`src/rtl/pwm_capture_if.sv`:
```
// Request/result bundle between firmware-facing logic and the pwm_capture self-test decoder.
interface pwm_capture_if #(
  parameter int SEL_W = 8
);
  logic             START;
  logic [SEL_W-1:0] CH_SEL;
  logic             BUSY;
  logic             DOUT_VALID;
  logic [8:0]       PULSE_WIDTH;
  logic [7:0]       PHASE;
  logic [1:0]       STATUS;

  modport master (
    output START, CH_SEL,
    input  BUSY, DOUT_VALID, PULSE_WIDTH, PHASE, STATUS
  );

  modport slave (
    input  START, CH_SEL,
    output BUSY, DOUT_VALID, PULSE_WIDTH, PHASE, STATUS
  );
endinterface

```
`src/rtl/pwm_capture.sv`:
```
// Measures pulse width and phase of one PWM channel over one 512-tick carrier period.
// Optional macro PWM_CAPTURE_CONTINUOUS_EN: back-to-back measurements while START stays high.
module pwm_capture #(
  parameter int DEPTH = 249,
  parameter int SEL_W = 8
) (
  input  logic             CLK,
  input  logic             RST_N,
  input  logic [8:0]       TIME_CNT,
  input  logic [DEPTH-1:0] PWM_IN,
  pwm_capture_if.slave     bus
);

  typedef enum logic [2:0] {S_IDLE, S_ARM, S_MEASURE, S_CALC, S_DONE} state_t;

  state_t           r_state;
  logic [SEL_W-1:0] r_sel;
  logic             r_lvl;
  logic [8:0]       r_ts;
  logic             r_prev;
  logic [8:0]       r_rise;
  logic [8:0]       r_fall;
  logic [1:0]       r_nrise;
  logic [1:0]       r_nfall;
  logic [8:0]       r_cnt;
  logic             r_inv;
  logic             r_busy;
  logic             r_valid;
  logic [8:0]       r_pw;
  logic [7:0]       r_phase;
  logic [1:0]       r_status;

  logic             w_lvl;
  logic             w_oor;
  logic [8:0]       w_w;

  // Out-of-range selects never reach MEASURE, but keep the mux read defined anyway.
  assign w_lvl = (32'(r_sel) < DEPTH) ? PWM_IN[r_sel] : 1'b0;
  assign w_oor = (32'(bus.CH_SEL) >= DEPTH);
  assign w_w   = r_fall - r_rise;

  always_ff @(posedge CLK or negedge RST_N) begin
    if (!RST_N) begin
      r_state  <= S_IDLE;
      r_sel    <= '0;
      r_lvl    <= 1'b0;
      r_ts     <= '0;
      r_prev   <= 1'b0;
      r_rise   <= '0;
      r_fall   <= '0;
      r_nrise  <= '0;
      r_nfall  <= '0;
      r_cnt    <= '0;
      r_inv    <= 1'b0;
      r_busy   <= 1'b0;
      r_valid  <= 1'b0;
      r_pw     <= '0;
      r_phase  <= '0;
      r_status <= '0;
    end else begin
      r_lvl   <= w_lvl;
      r_ts    <= TIME_CNT;
      r_valid <= 1'b0;
      case (r_state)
        S_IDLE: begin
          if (bus.START) begin
            r_sel   <= bus.CH_SEL;
            r_busy  <= 1'b1;
            r_inv   <= w_oor;
            r_state <= w_oor ? S_CALC : S_ARM;
          end
        end
        S_ARM: begin
          if (r_ts == 9'd511) begin
            r_prev  <= r_lvl;
            r_nrise <= '0;
            r_nfall <= '0;
            r_cnt   <= '0;
            r_state <= S_MEASURE;
          end
        end
        S_MEASURE: begin
          if (r_lvl && !r_prev) begin
            r_rise <= r_ts;
            if (r_nrise != 2'd3) r_nrise <= r_nrise + 2'd1;
          end
          if (!r_lvl && r_prev) begin
            r_fall <= r_ts;
            if (r_nfall != 2'd3) r_nfall <= r_nfall + 2'd1;
          end
          r_prev <= r_lvl;
          r_cnt  <= r_cnt + 9'd1;
          // 512 samples; in one-shot mode this coincides with the ts=511 sample.
          if (r_cnt == 9'd511) r_state <= S_CALC;
        end
        S_CALC: begin
          if (r_inv) begin
            r_pw <= '0; r_phase <= '0; r_status <= 2'd3;
          end else if (r_nrise == 2'd1 && r_nfall == 2'd1) begin
            r_pw     <= w_w;
            r_phase  <= 8'((r_rise + (w_w >> 1)) >> 1);
            r_status <= 2'd0;
          end else if (r_nrise == 2'd0 && r_nfall == 2'd0) begin
            r_pw     <= r_prev ? 9'd511 : 9'd0;
            r_phase  <= '0;
            r_status <= r_prev ? 2'd2 : 2'd1;
          end else begin
            r_pw <= '0; r_phase <= '0; r_status <= 2'd3;
          end
          r_valid <= 1'b1;
`ifdef PWM_CAPTURE_CONTINUOUS_EN
          r_busy  <= bus.START && !r_inv;
`else
          r_busy  <= 1'b0;
`endif
          r_state <= S_DONE;
        end
        S_DONE: begin
`ifdef PWM_CAPTURE_CONTINUOUS_EN
          // ts=511 was already consumed, so re-enter MEASURE without re-arming.
          if (r_busy) begin
            r_nrise <= '0;
            r_nfall <= '0;
            r_cnt   <= '0;
            r_state <= S_MEASURE;
          end else begin
            r_state <= S_IDLE;
          end
`else
          r_state <= S_IDLE;
`endif
        end
        default: r_state <= S_IDLE;
      endcase
    end
  end

  assign bus.BUSY        = r_busy;
  assign bus.DOUT_VALID  = r_valid;
  assign bus.PULSE_WIDTH = r_pw;
  assign bus.PHASE       = r_phase;
  assign bus.STATUS      = r_status;

endmodule

```
`src/flat_wrapper.sv`:
```
// flat-port wrapper written by rule: the top's interface ports become plain ports
module pwm_capture_flat 
#(
  parameter int DEPTH = 249,
  parameter int SEL_W = 8
)
  (CLK, RST_N, TIME_CNT, PWM_IN, bus_START, bus_CH_SEL, bus_BUSY, bus_DOUT_VALID, bus_PULSE_WIDTH, bus_PHASE, bus_STATUS);
  pwm_capture_if #(.SEL_W(SEL_W)) bus_i ();
  input  logic CLK;
  input  logic RST_N;
  input  logic [8:0] TIME_CNT;
  input  logic [DEPTH-1:0] PWM_IN;
  input wire logic [$bits(bus_i.START)-1:0] bus_START;
  input wire logic [$bits(bus_i.CH_SEL)-1:0] bus_CH_SEL;
  output wire logic [$bits(bus_i.BUSY)-1:0] bus_BUSY;
  output wire logic [$bits(bus_i.DOUT_VALID)-1:0] bus_DOUT_VALID;
  output wire logic [$bits(bus_i.PULSE_WIDTH)-1:0] bus_PULSE_WIDTH;
  output wire logic [$bits(bus_i.PHASE)-1:0] bus_PHASE;
  output wire logic [$bits(bus_i.STATUS)-1:0] bus_STATUS;
  assign bus_i.START = bus_START;
  assign bus_i.CH_SEL = bus_CH_SEL;
  assign bus_BUSY = bus_i.BUSY;
  assign bus_DOUT_VALID = bus_i.DOUT_VALID;
  assign bus_PULSE_WIDTH = bus_i.PULSE_WIDTH;
  assign bus_PHASE = bus_i.PHASE;
  assign bus_STATUS = bus_i.STATUS;
  pwm_capture #(.DEPTH(DEPTH), .SEL_W(SEL_W)) u_core (.CLK(CLK), .RST_N(RST_N), .TIME_CNT(TIME_CNT), .PWM_IN(PWM_IN), .bus(bus_i));
endmodule
```
`config.mk`:
```
export PLATFORM = sky130hd
export DESIGN_NAME = pwm_capture_flat
export DESIGN_NICKNAME = d
export VERILOG_FILES = /design/src/rtl/pwm_capture_if.sv /design/src/rtl/pwm_capture.sv /design/src/flat_wrapper.sv
export SDC_FILE = /design/constraint.sdc
export NUM_CORES = 1
export LEC_CHECK = 0
export CORE_ASPECT_RATIO = 0.9
export CORE_UTILIZATION = 41
export CTS_CLUSTER_DIAMETER = 40
export DETAILED_ROUTE_END_ITERATION = 12
export GPL_TIMING_DRIVEN = 0
export PLACE_DENSITY = 0.82
export SYNTH_ARGS = -nofsm -noshare
export SYNTH_HDL_FRONTEND = slang
export SYNTH_SLANG_ARGS = --single-unit
```
`constraint.sdc`:
```
create_clock -name CLK -period 3.37 [get_ports CLK]
set_input_delay 0.5055 -clock CLK [delete_from_list [all_inputs] [get_ports CLK]]
set_output_delay 0.5055 -clock CLK [all_outputs]
set_load 0.005 [all_outputs]
```
After elaboration in Yosys (flattened, before gate mapping):

Index checks and enable logic that the tools add are counted.

* bits in registers: 75
* logic and storage cells: 91
* input port bits: 269
* output and inout bits: 21

* eq/ne operators: 16
* add/sub/neg operators: 5
* multiplexer cells: 32
* reductions and logical operators: 19
* order comparisons: 3

Operators by type and width (count)
* 9-bit two-way mux: 5
* 2-bit two-way mux: 10
* 9-bit equality test (second input constant): 2
* 9-bit case mux with 2 select lines: 1
* 8-bit two-way mux: 2
* 2-bit by 1-bit != test with 1-bit output (second input constant): 6
* 3-bit case mux with 4 select lines: 1
* 2-bit AND reduction: 5
* 9-bit by 1-bit adder with 9-bit output (second input constant): 1
* 9-bit by 8-bit adder with 9-bit output: 1
* 8-bit by 9-bit less-than comparator with 1-bit output (second input constant): 1
* 3-bit two-way mux: 3
* 9-bit subtractor: 1
* 1-bit binary-select mux with 8-bit select: 1
* 8-bit >= comparator (second input constant): 1
* 8-bit less-than comparator (second input constant): 1
* 2-bit case mux with 2 select lines: 2
* 4-bit AND reduction: 2
* 3-bit by 2-bit equality test with 1-bit output (second input constant): 2
* 2-bit != test (second input constant): 3
* 1-bit two-way mux: 5
* 2-bit by 1-bit adder with 2-bit output (second input constant): 2
* 2-bit by 1-bit equality test with 1-bit output (second input constant): 2
* 1-bit logical AND: 4
* 7 further kinds: 11

Logic depth before layout (Yosys ltp):

Gate-level depths: netlist of the first run.

* depth after elaboration: 5
* mapped depth: 15
* mapped depth without buffers: 15

Least setup slack after synthesis of the first run:

No wires, ideal clock.

* kind: register to register
* start point: reg u_core.r_rise[0]
* end point: reg u_core.r_phase[7], in the netlist u_core.bus.PHASE[7]
* path slack: 0.386 ns
* data required time: 3.301 ns
* stages on the path, launching flop included: 14
* arrival time: 2.915 ns
* setup time: 0.069 ns
* cell sequence: dfrtp_1 > ha_1 > fa_1 > nor2b_1 > o21ai_0 > a21boi_0 > o21ai_0 > a21boi_0 > nor2_1 > ha_1 > a21o_1 > a21oi_1 > or4b_1 > nand3_1

* word-level cells in the longest chain between the ends: 4

Ends and longest elaborated chain
* start, declared: line pwm_capture.sv:21 `logic [8:0] r_rise;`
* start signal, assigned: line pwm_capture.sv:84 `r_rise <= r_ts;`
* 9-bit subtractor: line pwm_capture.sv:40 `assign w_w = r_fall - r_rise;`
* 9-bit by 8-bit adder with 9-bit output *: line pwm_capture.sv:101 `r_phase <= 8'((r_rise + (w_w >> 1)) >> 1);`
* 8-bit two-way mux *: line pwm_capture.sv:99 `end else if (r_nrise == 2'd1 && r_nfall == 2'd1) begin`
* 8-bit two-way mux *: line pwm_capture.sv:97 `if (r_inv) begin`
* end signal, assigned: line pwm_capture.sv:101
* end, declared: line pwm_capture.sv:30 `logic [7:0] r_phase;`

Mark *: on every way between the ends. The rest lies on a longest branch, timed or not.
A chain may end at the register's enable or synchronous reset.

Worst setup path in the final report of the first run:

Same ends and word-level chain as after synthesis.

==> summary.md, run 1 <==
| Metric | Value |
|---|---|
| Core ar. | 13500 sq um |
| Synth-to-layout area growth | 60.5% |
| Synth cell types | 49 |
| Final Wtd Congestion | 1.06 |
| Sequential Power Share | 0.212 |
| CTS tree | done |
| Max VDD drop | 272 uV |
| Achievable frequency | slightly above 300 MHz |
| Clk sinks | 75 |
| Setup WS pre-CTS | 0.0927 ns |
| Skew-Pair Late Insertion Delay | 0.33 ns |
| Post-CTS Hold Fix Bufs | 0 |
| Pwr Total | roughly 5.0 mW |
| Routed vias/inst | roughly 5.7 |
| Final instance area | 9240 sq um |
| Comb pwr share | 0.565 |
| CTS HTree Levels | 3 |
| First-pass iteration count of the detailed router | 5 |
| Post-synth top area cell | dfrtp_1 |
| Leakage | 3.78 nW |
| Syn_nets | around 800 |
| Nets | 1099 |
| Crit path required time | 3.63 ns |
| First-pass GRT wire length | 34.1 mm |
| Synth top area share | 0.326 |
| Routed Antenna Nets | 0 |
| Final period utilization | 0.953 |
| Critical path capture point type | flop |
| Int Power | about 3.2 mW |
| Final Core Density | 0.684 |
| Crit path DAT | approximately 3.5 ns |
| R2r worst-path depth | 13 |
| Synth Area in Compound Gates | 0.126 |
| XOR/XNOR Fraction of Synth Area | 0.0137 |
| Syn Inst Count | 504 |
| Final setup fails | 0 |
| Reg2reg start | u_core.r_rise[0]$_DFFE_PN0P_ |
| Synthesized area per cell | 11.4 sq um |
| Post-Place Cells | 961 |
| Met1 WL | 9.51 mm |
| Main combinational cell family by area after synthesis | multiplexers |
| Count leader, synth | dfrtp_1 |
| Worst hold slack | approximately 0.33 ns |
| Final Hold Fails | 0 |
| Tot GR Track Use | 0.319 |
| Mux cell area share after synthesis | 0.315 |
| Layout Skew | 0.00880 ns |
| Fill count | 986 |
| Clock share of power | 0.223 |
| CTS buffer count | 9 |
| Via count | 5646 |
| DRT Wirelength | between 20 and 25 mm |
| Top post-synthesis cells by area | dfrtp_1 (33%), mux4_2 (24%), mux2_2 (6.3%), ha_1 (5.0%), nand2_1 (2.6%) |
| Met2 WL post-DR | between 10 and 15 mm |
| Synth warn | 0 |
| Max-capacitance violation count | 0 |
| Vias in the first global route | 6052 |
| Relative slew margins | 0.361 |
| Post-synthesis adder-cell area fraction | 0.0569 |
| Io pins | 290 |
| Final Non-Filler Cells | 982 |
| FFs w/ async S/R, synth | 1.00 |
| Switch Pwr | ~1.8 mW |
| Sequential element share of the synthesized area | 0.326 |
| Shortest period the worst path allows | 3.21 ns |
| Die height | 114 um |
| DR WL/cell | 23.1 um |
| FF+latch count, synth | 75 |
| Worst setup path category | reg -> reg |
| R2r endpoint | u_core.bus.PHASE[7]$_DFFE_PN0P_ |
| DR WL met3 | approximately 930 um |
| Row count | 40 |
| Pwr dens | 544 nW/um^2 |
| Grt ovf | 0 |
| CTS root buffer | clkbuf_16 |
| Largest net degree at the start of global routing | 76 |
| Top Layer Used | met4 |
| Die ar. | roughly 15000 sq um |
| Max clock buf depth | 2 |
| Critical path peak fanout | 4 |
| Die Wd | around 130 um |
| FF-to-FF setup slack | 0.16 ns |
| Hold crit path type | in -> async |
| Drt drc | 0 |
| Post-synth top cells | dfrtp_1 (75), mux4_2 (61), nand2_1 (40) |
| Initial core utilization | 0.426 |
| Status | completed |
| Drt initial violations | a little over 400 |
| Clk pin slew, worst setup/hold paths | around 0.06 ns |
| Net Sw Frac | 0.355 |
| Sum Neg Setup Slack | 0 ns |
| Final Max Slew Viols | 0 |
| Layout cells sized above 1 | 0.163 |
| Synth Area in Simple Gates | 0.121 |
| IO buf count | 289 |
| Area of the multi-input gates | 3660 sq um |
| Post-DP HPWL | 19.0 mm |
| Slew @ Worst Pin | between 0.9 and 1 ns |
| Final worst setup slack | 0.160 ns |
| Placed Area | 8860 sq um |
| Register Area | 1880 sq um |
| Post-synthesis cell area | 5760 sq um |
| Ys flop type | dfrtp_1 |
| CP Launch Type | flop |
| Initial antenna violation count | 4 |
| Number of flops mapped to enable cells by yosys | 0 |
layer usage:
metal  global-route usage  vias to the layer above
met2                0.563                      228
met5                    0                        -
met4                0.122                        0
met1                0.403                     2817
met3               0.0374                       39
li1                     -                     2562
worst max-delay path by stage:
stage,endpoint,from,cells past startpoint,slack (ns)
floorplan,u_core.bus.PHASE[7]$_DFFE_PN0P_,u_core.r_rise[0]$_DFFE_PN0P_,13,0.39
global placement,u_core.r_sel[3]$_DFFE_PN0P_,RST_N,1,-0.58
detailed placement,u_core.bus.PHASE[6]$_DFFE_PN0P_,u_core.r_rise[0]$_DFFE_PN0P_,14,0.09
CTS,u_core.bus.PHASE[7]$_DFFE_PN0P_,u_core.r_rise[1]$_DFFE_PN0P_,14,0.05
global route,u_core.bus.PHASE[6]$_DFFE_PN0P_,u_core.r_rise[0]$_DFFE_PN0P_,14,-0.004
finish,u_core.bus.PHASE[7]$_DFFE_PN0P_,u_core.r_rise[0]$_DFFE_PN0P_,13,0.16
cells in the final DEF (no fill, tap or decap), drive strengths merged, types with 3 or more instances in the layout:
cell / n
clkdlybuf4s50: 288
dfrtp: 75
mux4: 61
nand2: 40
mux2: 32
o21ai: 31
clkbuf: 26
ha: 23
inv: 22
nor2: 20
buf: 16
a22o: 15
a21oi: 15
nand3: 13
nor2b: 9
a21o: 9
xnor2: 8
mux2i: 8
a221oi: 8
nand3b: 7
a31oi: 7
a22oi: 7
nand2b: 6
or3: 6
nor3: 6
and3: 5
and2: 5
nor3b: 5
diode: 4
a21boi: 4
nand4: 3
or2: 3
o22ai: 3
o31ai: 3
a211oi: 3
bufinv: 3
clkinv: 3
kinds of logic after synthesis:
kind of cell             Yosys count
AND/OR/NAND/NOR                  133
buffers and inverters             52
AO/OA/AOI/OAI                    109
XOR/XNOR                           9
adder cells (fa/ha/maj)           25
multiplexers                     101
flip-flops                        75
flip-flops by register name (all words and copies together) (netlist names), 2 cells and up:
name	cells
u_core.r_state	3
u_core.bus.STATUS	2
u_core.bus.PHASE	8
u_core.r_ts	9
u_core.r_cnt	9
u_core.r_nfall	2
u_core.r_rise	9
u_core.r_nrise	2
u_core.r_fall	9
u_core.bus.PULSE_WIDTH	9
u_core.r_sel	8
worst max-delay path, cell delays in order (launching register included):
cell and delay (ns):
dfrtp_1 0.42, ha_1 0.23, fa_1 0.46, nor2b_1 0.12, o21ai_0 0.12, a21boi_1 0.19
o21ai_1 0.12, a21boi_1 0.20, nor2_1 0.07, ha_1 0.35, a21o_1 0.17, a21oi_1 0.10
or4b_1 0.50, nand3_1 0.08
power by group through the flow:
stage	clock (mW)	combinational, mW	sequential, mW
2_1_floorplan	0	1.90	1.05
3_3_place_gp	0	2.76	1.07
3_5_place_dp	0	2.80	1.08
4_1_cts	1.14	2.82	1.06
5_1_grt	1.17	3.03	1.07
6_report	1.12	2.84	1.06
layout make-up:
| cell class | count | share of cell area |
|---|---|---|
| Multi-Input combinational cell | 377 | 0.396 |
| Timing Repair Buffer | 290 | 0.313 |
| Sequential cell | 75 | 0.203 |
| Clock buffer | 10 | 0.0259 |
| Tap cell | 168 | 0.0227 |
| Buffer | 30 | 0.0171 |
| Clock inverter | 6 | 0.0122 |
| Inverter | 22 | 0.00893 |
| Antenna cell | 4 | 0.00108 |
repair_timing:
item	in CTS	in global routing
gates resized for setup	0	9
buffers inserted	0	1
hold endpoints to repair	0	0
setup endpoints to repair	0	4
(Power assumes the default switching activity.)
==> run 2: changes to the inputs <==
- CAP_MARGIN: not set -> 20
- MAX_ROUTING_LAYER: not set -> met4
==> run 2 against run 1 <==
Sequential cell count unchanged; highest routed layer unchanged; sequential power about the same; first-iteration DRC count decreased by 18%; worst setup slack improved by 0.085 ns; final cell count decreased by 0.31%.
==> summary.md, run 2 (same netlist as run 1, synthesis figures left out) <==
| Metric | Value |
|---|---|
| Status | completed |
| Max clock buf depth | 2 |
| Routed Antenna Nets | 0 |
| R2r endpoint | u_core.bus.PHASE[7]$_DFFE_PN0P_ |
| Crit path DAT | ~3.4 ns |
| DR WL/cell | 23.0 um |
| First-pass iteration count of the detailed router | 4 |
| Critical path capture point type | flop |
| Final setup fails | 0 |
| Die Wd | roughly 130 um |
| Skew-Pair Late Insertion Delay | 0.33 ns |
| Pwr Total | 4.92 mW |
| Die ar. | ~15000 sq um |
| CTS root buffer | clkbuf_16 |
| CTS HTree Levels | 3 |
| Final Wtd Congestion | 1.02 |
| FF-to-FF setup slack | 0.24 ns |
| Grt ovf | 0 |
| Routed vias/inst | 5.74 |
| First-pass GRT wire length | around 34 mm |
| Post-DP HPWL | 19.2 mm |
| Layout cells sized above 1 | 0.166 |
| CP Launch Type | flop |
| Final Hold Fails | 0 |
| Hold crit path type | in -> async |
| Pwr dens | 534 nW/um^2 |
| Drt initial violations | 338 |
| WP depth | 13 |
| Reg2reg start | u_core.r_rise[0]$_DFFE_PN0P_ |
| Clk pin slew, worst setup/hold paths | 0.06 ns |
| CP max stage cell | or4b_1 |
| CP top delay family | adder cells |
| Final Max Slew Viols | 0 |
| Relative slew margins | 0.392 |
| Max VDD drop | 367 uV |
| IO buf count | 289 |
| CP startpoint | u_core.r_rise[0]$_DFFE_PN0P_ |
| RSZ-0062 raised after global routing | false |
| Crit-path max cell delay | a little over 0.5 ns |
| Crit path required time | 3.64 ns |
| CP Cell Sequence | ha_1 -> fa_2 -> nor2b_1 -> o21ai_1 -> a21boi_2 -> o21ai_2 -> a21boi_0 -> nor2_1 -> ha_1 -> a21o_1 -> a21oi_1 -> or4b_1 -> nand3_1 |
| Post-CTS Hold Fix Bufs | 0 |
| Initial antenna violation count | 2 |
| Drt drc | 0 |
| Leakage | 3.75 nW |
| Slew @ Worst Pin | around 0.91 ns |
| Worst Setup EP | u_core.bus.PHASE[7]$_DFFE_PN0P_ |
| Final Core Density | 0.681 |
| Via count | 5623 |
| Final period utilization | 0.928 |
| CTS buffer count | 9 |
| Nets | 1098 |
| Clk sinks | 75 |
| Final worst setup slack | 0.244 ns |
| Row count | 40 |
| Synth-to-layout area growth | 59.9% |
| Initial core utilization | 0.426 |
| Largest net degree at the start of global routing | 76 |
| Vias in the first global route | approximately 6000 |
| Core ar. | 13500 sq um |
| Worst setup path category | reg -> reg |
| Io pins | slightly below 300 |
| CTS tree | done |
| Critical path peak fanout | 4 |
| Setup WS pre-CTS | about 0.0091 ns |
| DRT Wirelength | 22.5 mm |
| Crit path top cell by count | ha_1 |
| CP Buf/Inv Count | 0 |
| Most frequent cells in the layout | clkdlybuf4s50_1 (288), dfrtp_1 (74), mux4_2 (61) |
| Achievable frequency | 320 MHz |
| Most common cell after layout, fill and taps aside | clkdlybuf4s50_1 |
| R2r worst-path depth | 13 |
| Layout Skew | between 0.005 and 0.006 ns |
| Shortest period the worst path allows | approximately 3.1 ns |
| Tot GR Track Use | 0.328 |
| Max-capacitance violation count | 0 |
| Die height | around 110 um |
## run 2: cell type report
class | count | area, sq um
Inverter | 22 | 82.6
Multi-Input combinational cell | 377 | 3660
Clock buffer | 12 | 267
Timing Repair Buffer | 289 | 2890
Clock inverter | 4 | 55.1
Sequential cell | 75 | 1880
Tap cell | 168 | 210
Fill cell | 1004 | 4310
Antenna cell | 2 | 5.00
Buffer | 30 | 158
## run 2: worst min-delay path by stage
stage	to	cells past startpoint
floorplan	u_core.bus.BUSY$_DFFE_PN0P_	0
CTS	u_core.bus.PHASE[7]$_DFFE_PN0P_	1
finish	u_core.bus.PHASE[6]$_DFFE_PN0P_	1
detailed placement	u_core.bus.PHASE[4]$_DFFE_PN0P_	2
global route	u_core.bus.PULSE_WIDTH[4]$_DFFE_PN0P_	1
global placement	u_core.bus.PULSE_WIDTH[4]$_DFFE_PN0P_	2
## run 2: where the power goes
part           switching, mW  internal, mW
combinational           1.33          1.51
clock                  0.380         0.639
sequential            0.0763         0.987
## run 2: timing repair
| action | CTS | global route |
|---|---|---|
| setup endpoints to repair | 0 | 3 |
| setup buffers | 0 | 0 |
| resized for setup | 0 | 13 |
## run 2: layer usage
metal | vias up | GRT usage | part of all wire
met1 | 2813 | 0.404 | 0.42
li1 | 2562 | - | -
met2 | 219 | 0.578 | 0.52
met4 | 0 | 0.0857 | 0.020
met3 | 29 | 0.0355 | 0.037
met5 | - | - | 0
## run 2: metrics by stage
| stage | area [sq um] | std cells | setup TNS (ns) | hold WS [ns] |
|---|---|---|---|---|
| after floorplan | 5760 | 504 | 0 | 0.210 |
| after global placement | 8860 | 961 | -40.58 | 0.453 |
| after detailed placement | 8860 | 961 | 0 | 0.467 |
| after CTS | 9180 | 977 | 0 | 0.349 |
| after global routing | 9210 | 979 | 0 | 0.405 |
| final | 9210 | 979 | 0 | 0.318 |
